File: src/rtl/mem_arb_pkg.sv
// Shared types and default widths for the unified-memory port arbiter.
// Starve-counter constants exist only when MEM_ARB_FAIRNESS_EN is defined.
package mem_arb_pkg;

  localparam int unsigned ADDR_W_DEF = 16;
  localparam int unsigned DATA_W_DEF = 16;

`ifdef MEM_ARB_FAIRNESS_EN
  localparam int unsigned STARVE_W       = 4;
  localparam int unsigned STARVE_MAX_DEF = 4;
`endif

  typedef enum logic [1:0] {
    IDLE = 2'd0,
    BUSY = 2'd1,
    RESP = 2'd2
  } arb_state_e;

  typedef enum logic {
    FETCH = 1'b0,
    DATA  = 1'b1
  } arb_owner_e;

endpackage

File: src/rtl/mem_port_arbiter.sv
// Arbitrates the single-ported unified memory between instruction fetch and the MEM stage.
// Define MEM_ARB_FAIRNESS_EN to let a starved fetch win after STARVE_MAX data grants.
module mem_port_arbiter
  import mem_arb_pkg::*;
#(
  parameter int unsigned ADDR_W = ADDR_W_DEF,
  parameter int unsigned DATA_W = DATA_W_DEF
`ifdef MEM_ARB_FAIRNESS_EN
  , parameter int unsigned STARVE_MAX = STARVE_MAX_DEF
`endif
) (
  input  logic              clk,
  input  logic              rst_n,
  input  logic              if_req,
  input  logic [ADDR_W-1:0] if_addr,
  input  logic              if_flush,
  output logic              if_ack,
  output logic [DATA_W-1:0] if_rdata,
  output logic              if_stall,
  input  logic              d_re,
  input  logic              d_we,
  input  logic [ADDR_W-1:0] d_addr,
  input  logic [DATA_W-1:0] d_wdata,
  output logic              d_ack,
  output logic [DATA_W-1:0] d_rdata,
  output logic              d_stall,
  output logic              mem_req,
  output logic              mem_we,
  output logic [ADDR_W-1:0] mem_addr,
  output logic [DATA_W-1:0] mem_wdata,
  input  logic              mem_ack,
  input  logic [DATA_W-1:0] mem_rdata
);

  arb_state_e        r_state;
  arb_owner_e        r_owner;
  logic              r_flushed;
  logic              r_mem_req;
  logic              r_mem_we;
  logic [ADDR_W-1:0] r_mem_addr;
  logic [DATA_W-1:0] r_mem_wdata;
  logic              r_if_ack;
  logic              r_d_ack;
  logic [DATA_W-1:0] r_if_rdata;
  logic [DATA_W-1:0] r_d_rdata;

  logic w_d_pend;
  logic w_f_pend;
  logic w_grant;
  logic w_pick_data;
  logic w_fetch_live;

  // A flushed fetch is not eligible for a grant in the same cycle.
  assign w_d_pend     = d_re | d_we;
  assign w_f_pend     = if_req & ~if_flush;
  assign w_grant      = w_d_pend | w_f_pend;
  assign w_fetch_live = ~r_flushed & ~if_flush;

`ifdef MEM_ARB_FAIRNESS_EN
  logic [STARVE_W-1:0] r_starve;
  logic                w_fetch_turn;

  assign w_fetch_turn = w_f_pend & (r_starve >= STARVE_W'(STARVE_MAX));
  assign w_pick_data  = w_d_pend & ~w_fetch_turn;

  // Counts data grants that overtook a waiting fetch; saturates rather than wrapping.
  always_ff @(posedge clk or negedge rst_n) begin
    if (!rst_n) begin
      r_starve <= '0;
    end else if (r_state == IDLE && w_grant) begin
      if (!w_pick_data) begin
        r_starve <= '0;
      end else if (if_req && r_starve != {STARVE_W{1'b1}}) begin
        r_starve <= r_starve + STARVE_W'(1);
      end
    end
  end
`else
  assign w_pick_data = w_d_pend;
`endif

  always_ff @(posedge clk or negedge rst_n) begin
    if (!rst_n) begin
      r_state     <= IDLE;
      r_owner     <= FETCH;
      r_flushed   <= 1'b0;
      r_mem_req   <= 1'b0;
      r_mem_we    <= 1'b0;
      r_mem_addr  <= '0;
      r_mem_wdata <= '0;
      r_if_ack    <= 1'b0;
      r_d_ack     <= 1'b0;
      r_if_rdata  <= '0;
      r_d_rdata   <= '0;
    end else begin
      r_if_ack <= 1'b0;
      r_d_ack  <= 1'b0;
      case (r_state)
        IDLE: begin
          if (w_grant) begin
            r_state   <= BUSY;
            r_mem_req <= 1'b1;
            r_flushed <= 1'b0;
            if (w_pick_data) begin
              r_owner     <= DATA;
              r_mem_we    <= d_we;
              r_mem_addr  <= d_addr;
              r_mem_wdata <= d_wdata;
            end else begin
              r_owner     <= FETCH;
              r_mem_we    <= 1'b0;
              r_mem_addr  <= if_addr;
              r_mem_wdata <= '0;
            end
          end
        end
        BUSY: begin
          if (r_owner == FETCH && if_flush) begin
            r_flushed <= 1'b1;
          end
          // Memory side always completes; only the fetch response is dropped on flush.
          if (mem_ack) begin
            r_mem_req <= 1'b0;
            r_state   <= RESP;
            if (r_owner == DATA) begin
              r_d_ack <= 1'b1;
              if (!r_mem_we) begin
                r_d_rdata <= mem_rdata;
              end
            end else if (w_fetch_live) begin
              r_if_ack   <= 1'b1;
              r_if_rdata <= mem_rdata;
            end
          end
        end
        RESP: begin
          r_state <= IDLE;
        end
        default: begin
          r_state <= IDLE;
        end
      endcase
    end
  end

  // A flush arriving in the response cycle still cancels the fetch acknowledge.
  assign if_ack    = r_if_ack & ~if_flush;
  assign if_rdata  = r_if_rdata;
  assign if_stall  = if_req & ~if_ack;
  assign d_ack     = r_d_ack;
  assign d_rdata   = r_d_rdata;
  assign d_stall   = (d_re | d_we) & ~r_d_ack;
  assign mem_req   = r_mem_req;
  assign mem_we    = r_mem_we;
  assign mem_addr  = r_mem_addr;
  assign mem_wdata = r_mem_wdata;

endmodule

File: config.mk
export PLATFORM = sky130hd
export DESIGN_NAME = mem_port_arbiter
export DESIGN_NICKNAME = d
export VERILOG_FILES = /design/src/rtl/mem_arb_pkg.sv /design/src/rtl/mem_port_arbiter.sv
export SDC_FILE = /design/constraint.sdc
export NUM_CORES = 1
export LEC_CHECK = 0
export BUFFER_PORTS_ARGS = -buffer_cell sky130_fd_sc_hd__buf_2
export CAP_MARGIN = 25
export CORE_MARGIN = 4
export CORE_UTILIZATION = 40
export CTS_CLUSTER_SIZE = 8
export DETAILED_ROUTE_END_ITERATION = 10
export GPL_ROUTABILITY_DRIVEN = 0
export PLACE_DENSITY_LB_ADDON = 0.3
export SKIP_LAST_GASP = 1
export SLEW_MARGIN = 15
export SYNTH_ARGS = -nofsm -noshare
export SYNTH_HDL_FRONTEND = slang
export SYNTH_SLANG_ARGS = --single-unit
File: constraint.sdc
create_clock -name clk -period 4.1 [get_ports clk]
set_input_delay 0.82 -clock clk [delete_from_list [all_inputs] [get_ports clk]]
set_output_delay 0.82 -clock clk [all_outputs]
set_load 0.005 [all_outputs]
==> out/summary.txt, run 1 <==
run status -> completed
Power Internal -> 1.97 mW
routed length per instance -> 14.9 µm
Cell Pwr Density -> 715 nW/µm²
max_cap viols -> 0
fillers -> 621
DR DRC count -> 0
Net Count, Synth -> 255
first-pass GRT wire length -> 10.4 mm
initial antenna violation count -> 0
fin crit share -> 0.580
pin count of the biggest net entering global routing -> 73
Final setup viols -> 0
Leak -> 2.02 nW
Synth Area per Inst -> 15.9 µm²
Max Slew Vio Count -> 0
Core Area -> 6940 µm²
Synth Register Bits -> 72
Total GRT Usage -> 0.151
Cell Area, Synth -> 2930 µm²
YS warnings -> 0
Max H-tree Level -> 3
measured slew at the worst slew-check pin -> 0.906 ns
Clock transition at path regs -> 0.07 ns
antenna cells -> 0
worst path required time -> 3.28 ns
Netlist cell types -> 23
DR iter-0 viols -> 74
GRT overflow -> 0
TNS Setup -> 0 ns
Area growth syn-to-layout -> 33.5%
Max Clock Freq -> 420 MHz
critical path arrival -> 1.56 ns
CP Capture Type -> output port
Post-CTS Resized -> 0
Setup Skew -> 0.00915 ns
Die ar. -> 8760 µm²
root buffer cell -> clkbuf_8
vias per inst -> 4.69
ANT nets after route -> 0
Peak VDD IR -> 0.303 mV
multi-input logic area -> 1060 µm²
setup repair bufs after CTS -> 0
hpwl dp -> 4.67 mm
TritonCTS Buffers -> 9
vias in the first global route -> 2171
Detailed Route WL -> 6.43 mm
crit-path max FO -> 9
CTS Buffer Depth -> 2
Sw Ratio -> 0.297
Initial Utilization -> 0.422
clk_lat worst skew -> 0.32 ns
post-synthesis instance total -> 184
CTS tree -> done
hold buffer count at cts -> 0
RSZ-0062 raised after global routing -> false
Hold/Removal Path Class -> register to register
Logic pwr share -> 0.368
final critical-path required period -> 2.38 ns
Die Span X -> 93.6 µm
Startpoint Class -> input port
Rows -> 30
TritonCTS Sinks -> 72
clock share of power -> 0.190
drt pass-1 iters -> 4
Slew headroom -> 0.396
CP Class -> input port to output port
Reg area -> 1800 µm²
Seq pwr share -> 0.442
part of the Yosys area used for sequential elements -> 0.615
total power draw -> 2.80 mW
# nets final -> 402
Psw -> 0.832 mW
I/O Buffers -> 140
share of layout cells above drive strength 1 -> 0.681
Die Height -> 93.6 µm
# IOs -> 141
via count -> 2022
final hold violation count -> 0
-- registers in the layout, summed over array words and instances, names as in the netlist --
name / flops
d_rdata: 16
mem_wdata: 16
mem_addr: 16
r_owner: 1
mem_req: 1
d_ack: 1
r_flushed: 1
r_state: 2
if_rdata: 16
mem_we: 1
r_if_ack: 1
-- kinds of logic (layout without fill, tap and decap cells) --
logic type	count (synthesis)	count (layout)	synth area share
flops	72	72	0.615
mux	64	64	0.257
compound gates	21	21	0.0649
simple gates	16	16	0.0397
buf+inv	11	162	0.0235
-- per-layer routing --
metal / GRT usage / vias to the layer above / wire, µm
li1: - / 955 / -
met1: 0.196 / 975 / 2820
met2: 0.235 / 88 / 2920
met3: 0.0491 / 4 / 633
met4: 0.0578 / 0 / 53
met5: 0 / - / 0
-- stage by stage --
stage                     setup slack [ns]  cell area (µm²)  std cells  utilization  hold WS, ns
final                                 1.72             3910        431        0.564        0.476
after global placement                1.62             3720        415        0.536        0.461
after CTS                             1.67             3910        430        0.563        0.480
after floorplan                       1.84             2930        184            -        0.466
after global routing                  1.58             3910        431        0.564        0.500
after detailed placement              1.61             3720        415        0.536        0.460
-- area by class of cell --
class | instances | share of cell area
Sequential cell | 72 | 0.460
Multi-Input combinational cell | 101 | 0.271
Timing Repair Buffer | 144 | 0.187
Clock buffer | 11 | 0.0361
Tap cell | 96 | 0.0307
Clock inverter | 4 | 0.0115
Inverter | 3 | 0.00288
-- cell usage after synthesis (all sizes together) --
library cell  number  share of area
nor4b              1         0.0030
a22o              17          0.051
or2b               1         0.0026
nand3b             1         0.0068
nor2               4         0.0060
nand2              2         0.0026
nor2b              3         0.0064
dfrtp             72           0.61
a21o               1         0.0026
nor3               3         0.0085
o21a               1         0.0026
clkbuf             3         0.0038
buf                5          0.016
or4                1         0.0038
mux2              64           0.26
o21ai              1         0.0017
o31ai              1         0.0073
inv                3         0.0038
-- power groups by stage --
stage	sequential, mW	clock, mW	combinational [mW]
2_1_floorplan	1.27	0	0.542
3_3_place_gp	1.25	0	1.02
3_5_place_dp	1.25	0	1.05
4_1_cts	1.24	0.551	1.05
5_1_grt	1.29	0.585	1.14
6_report	1.24	0.532	1.03
-- placed cells by master (no fill, tap or decap), drive strengths merged, types with 2 or more instances in the layout --
cell and n:
a22o 17, clkbuf 11, clkinv 3, mux2 64, dfrtp 72, inv 3
nand2 2, nor2 4, nor3 3, nor2b 3, buf 144
-- critical path, cell delays in order --
cell    delay [ns]
buf_2         0.13
nor2_2        0.40
nor2_1        0.07
buf_2         0.14
-- path summary, 6_finish.rpt --
path                             from  slack [ns]           end  cells after the start
max                              d_re        1.72       d_stall                      4
max reg2reg                r_state[1]        2.39  if_rdata[14]                      3
min in group asynchronous       rst_n        0.64  if_rdata[15]                      1
min reg2reg                   mem_req        0.48       mem_req                      2
min                           mem_req        0.48       mem_req                      2
max in group asynchronous       rst_n        2.88   mem_addr[3]                      1
(Power assumes the default switching activity.)
==> inputs of run 2 (changes only) <==
--- a/config.mk
+++ b/config.mk
@@ -5,6 +5,7 @@
 export SDC_FILE = /design/constraint.sdc
 export NUM_CORES = 1
 export LEC_CHECK = 0
+export ABC_AREA = 1
 export BUFFER_PORTS_ARGS = -buffer_cell sky130_fd_sc_hd__buf_2
 export CAP_MARGIN = 25
 export CORE_MARGIN = 4
==> constraint.sdc (replaced) <==
create_clock -name clk -period 2.3 [get_ports clk]
set_input_delay 0.46 -clock clk [delete_from_list [all_inputs] [get_ports clk]]
set_output_delay 0.46 -clock clk [all_outputs]
set_load 0.005 [all_outputs]
==> run 2 against run 1 <==
  * Sequential share of layout area fell by 1.8 points
  * Hold slack got worse by 0.37 ns
  * Clock skew fell by 0.0017 ns
  * Register-to-register slack got worse by 1.8 ns
  * Critical endpoint is now mem_addr[11]
  * Sequential power rose by 77%
  * Total power rose by 87%
  * Synthesized cell count rose by 98%
  * Largest cell class unchanged
==> out/summary.txt, run 2 <==
Power Internal -> 3.46 mW (+76%)
Core Area -> 7330 µm² (+5.6%)
Max Clock Freq -> 595 MHz
DR DRC count -> 0 (unchanged)
critical path arrival -> 1.95 ns (+0.39 ns)
Logic pwr share -> 0.334 (-0.034)
Synth Register Bits -> 72 (unchanged)
most frequent cells in the layout -> nand2_1 (202), buf_2 (139), dfrtp_1 (72)
Cell Area, Synth -> 3060 µm² (+4.3%)
Area growth syn-to-layout -> 33.3%
Synth top cells by count -> nand2_1 (202), dfrtp_1 (72), inv_1 (24)
clk_lat worst skew -> 0.33 ns (about the same)
Initial Utilization -> 0.417 (-0.00503)
Peak VDD IR -> 0.552 mV (+82%)
Sw Ratio -> 0.338 (+0.0412)
part of the Yosys area used for sequential elements -> 0.589 (-0.0254)
Max H-tree Level -> 3 (unchanged)
clock share of power -> 0.247 (+0.057)
root buffer cell -> clkbuf_8
share of layout cells above drive strength 1 -> 0.325 (-0.355)
# IOs -> 141 (unchanged)
Post-CTS Resized -> 0 (unchanged)
fillers -> 692 (+11%)
setup repair bufs after CTS -> 0 (unchanged)
total power draw -> 5.23 mW (+87%)
EDFF count, synth -> 0 (unchanged)
post-synthesis instance total -> 365 (+98%)
Cell Pwr Density -> 1280 nW/µm² (+79%)
Synth Area per Inst -> 8.38 µm² (-47%)
most frequent cell after synthesis -> nand2_1
area leader, netlist -> dfrtp_1
crit-path max FO -> 21 (+12)
drt pass-1 iters -> 4 (unchanged)
XOR/XNOR Fraction of Synth Area -> 0 (unchanged)
CP Class -> register to register
CP Capture Type -> register
Leak -> 2.39 nW (+18%)
Synth Area in Simple Gates -> 0.305 (+0.266)
largest family of logic cells by synthesized area -> simple AND/OR/NAND/NOR gates
Psw -> 1.77 mW (+110%)
GRT overflow -> 0 (unchanged)
async set-reset flop share out of synthesis -> 1.00 (unchanged)
compound-gate portion of the synthesized area -> 0.0327 (-0.0321)
hold buffer count at cts -> 0 (unchanged)
Setup Skew -> 0.00741 ns (-0.00174 ns)
final critical-path required period -> 1.68 ns
Clock transition at path regs -> 0.07 ns (about the same)
routed length per instance -> 12.7 µm (-15%)
ANT nets after route -> 0 (unchanged)
CTS Buffer Depth -> 2 (unchanged)
Die Span X -> 95.4 µm (+1.9%)
Die Height -> 95.4 µm (+1.9%)
# nets final -> 576 (+43%)
Slew headroom -> 0.375 (-0.0210)
antenna cells -> 0 (unchanged)
TritonCTS Sinks -> 72 (unchanged)
vias per inst -> 4.53 (-3.4%)
run status -> completed
Synth Flop Type -> dfrtp_1
RSZ-0062 raised after global routing -> false
Startpoint Class -> register
pin count of the biggest net entering global routing -> 73 (unchanged)
fin crit share -> 0.730
Netlist cell types -> 18 (-22%)
Net Count, Synth -> 436 (+71%)
TNS Setup -> 0 ns (unchanged)
Hold/Removal Path Class -> input port to async pin
DR iter-0 viols -> 78 (+5.4%)
Synth top area share -> 0.589 (-0.0254)
vias in the first global route -> 2743 (+26%)
hpwl dp -> 5.52 mm (+18%)
final hold violation count -> 0 (unchanged)
max_cap viols -> 0 (unchanged)
multiplexer share of the synthesized area -> 0 (-0.257)
measured slew at the worst slew-check pin -> 0.937 ns (+0.0305 ns)
Rows -> 31 (+3.3%)
Total GRT Usage -> 0.177 (+0.0259)
leading cell type in the layout, fill and taps excluded -> nand2_1
Setup WS pre-CTS -> 0.510 ns (-1.10 ns)
TritonCTS Buffers -> 9 (unchanged)
Seq pwr share -> 0.419 (-0.023)
via count -> 2760 (+36%)
worst path required time -> 2.57 ns (-0.71 ns)
initial antenna violation count -> 0 (unchanged)
Final setup viols -> 0 (unchanged)
synth top area cells -> dfrtp_1 (59%), nand2_1 (25%), o21ai_0 (3.1%), inv_1 (2.9%), nand3_1 (2.8%)
Post-Synth Adder-Cell Area -> 0 (unchanged)
Max Slew Vio Count -> 0 (unchanged)
Detailed Route WL -> 7.76 mm (+21%)
Die ar. -> 9110 µm² (+3.9%)
I/O Buffers -> 140 (unchanged)
CTS tree -> done
PnR worst setup slack -> 0.620 ns (-1.10 ns)
first-pass GRT wire length -> 12.5 mm (+21%)
YS warnings -> 0 (unchanged)
-- run 2: cell types whose count changed after synthesis, sizes merged, moves of 17 or more --
| cell | previous run | this run |
|---|---|---|
| mux2 | 64 | 0 |
| nand2 | 2 | 204 |
| inv | 3 | 26 |
| nand3 | 0 | 17 |
| o21ai | 1 | 19 |
| a22o | 17 | 0 |
-- run 2: worst paths after layout --
check,slack [ns],startpoint,cells past startpoint,end
hold reg to reg,0.47,mem_wdata[11],2,mem_wdata[11]
min in group clk,0.33,mem_rdata[5],3,if_rdata[5]
setup / recovery,0.62,r_state[0],6,mem_addr[11]
setup reg to reg,0.62,r_state[0],6,mem_addr[11]
max in group asynchronous,1.86,rst_n,2,if_rdata[3]
hold / removal,0.10,rst_n,2,mem_wdata[1]
-- run 2: layout make-up --
cell class,instances,area [µm²],share of cell area
Multi-Input combinational cell,251,1030,0.254
Timing Repair Buffer,145,753,0.185
Tap cell,99,124,0.0304
Clock buffer,11,131,0.0322
Inverter,26,103,0.0252
Sequential cell,72,1800,0.442
Clock inverter,5,129,0.0316
-- run 2: routing by layer --
metal / track usage / part of all wire / vias to the layer above / wire length, µm
met2: 0.290 / 0.45 / 102 / 3500
met1: 0.224 / 0.43 / 1270 / 3370
met4: 0.0640 / 0.011 / 0 / 86
li1: - / - / 1380 / -
met5: 0 / 0 / - / 0
met3: 0.0489 / 0.10 / 8 / 801
-- run 2: worst max-delay path, cell delays in order, from the launching register on --
cell and delay (ns):
dfrtp_1 0.44, nor2_4 0.38, nand2_1 0.12, buf_4 0.23, inv_2 0.26, nand2_1 0.10, nand2_1 0.07
-- run 2: kinds of logic after synthesis --
logic type,Yosys count
buf+inv,42
flops,72
compound gates,20
simple gates,231
-- run 2: per-stage QoR --
stage / hold slack (ns) / util / std cells / area, µm²
detailed placement: 0.454 / 0.520 / 593 / 3810
global route: 0.146 / 0.556 / 609 / 4080
finish: 0.104 / 0.556 / 609 / 4080
floorplan: 0.164 / - / 365 / 3060
global placement: 0.451 / 0.520 / 593 / 3810
CTS: 0.131 / 0.556 / 609 / 4080
-- run 2: power by group through the flow --
stage / sequential (mW) / clock, mW / combinational [mW]
finish: 2.19 / 1.29 / 1.75
global route: 2.27 / 1.38 / 2.02
CTS: 2.19 / 1.33 / 1.80
detailed placement: 2.20 / 0 / 1.80
global placement: 2.19 / 0 / 1.74
floorplan: 2.24 / 0 / 0.910
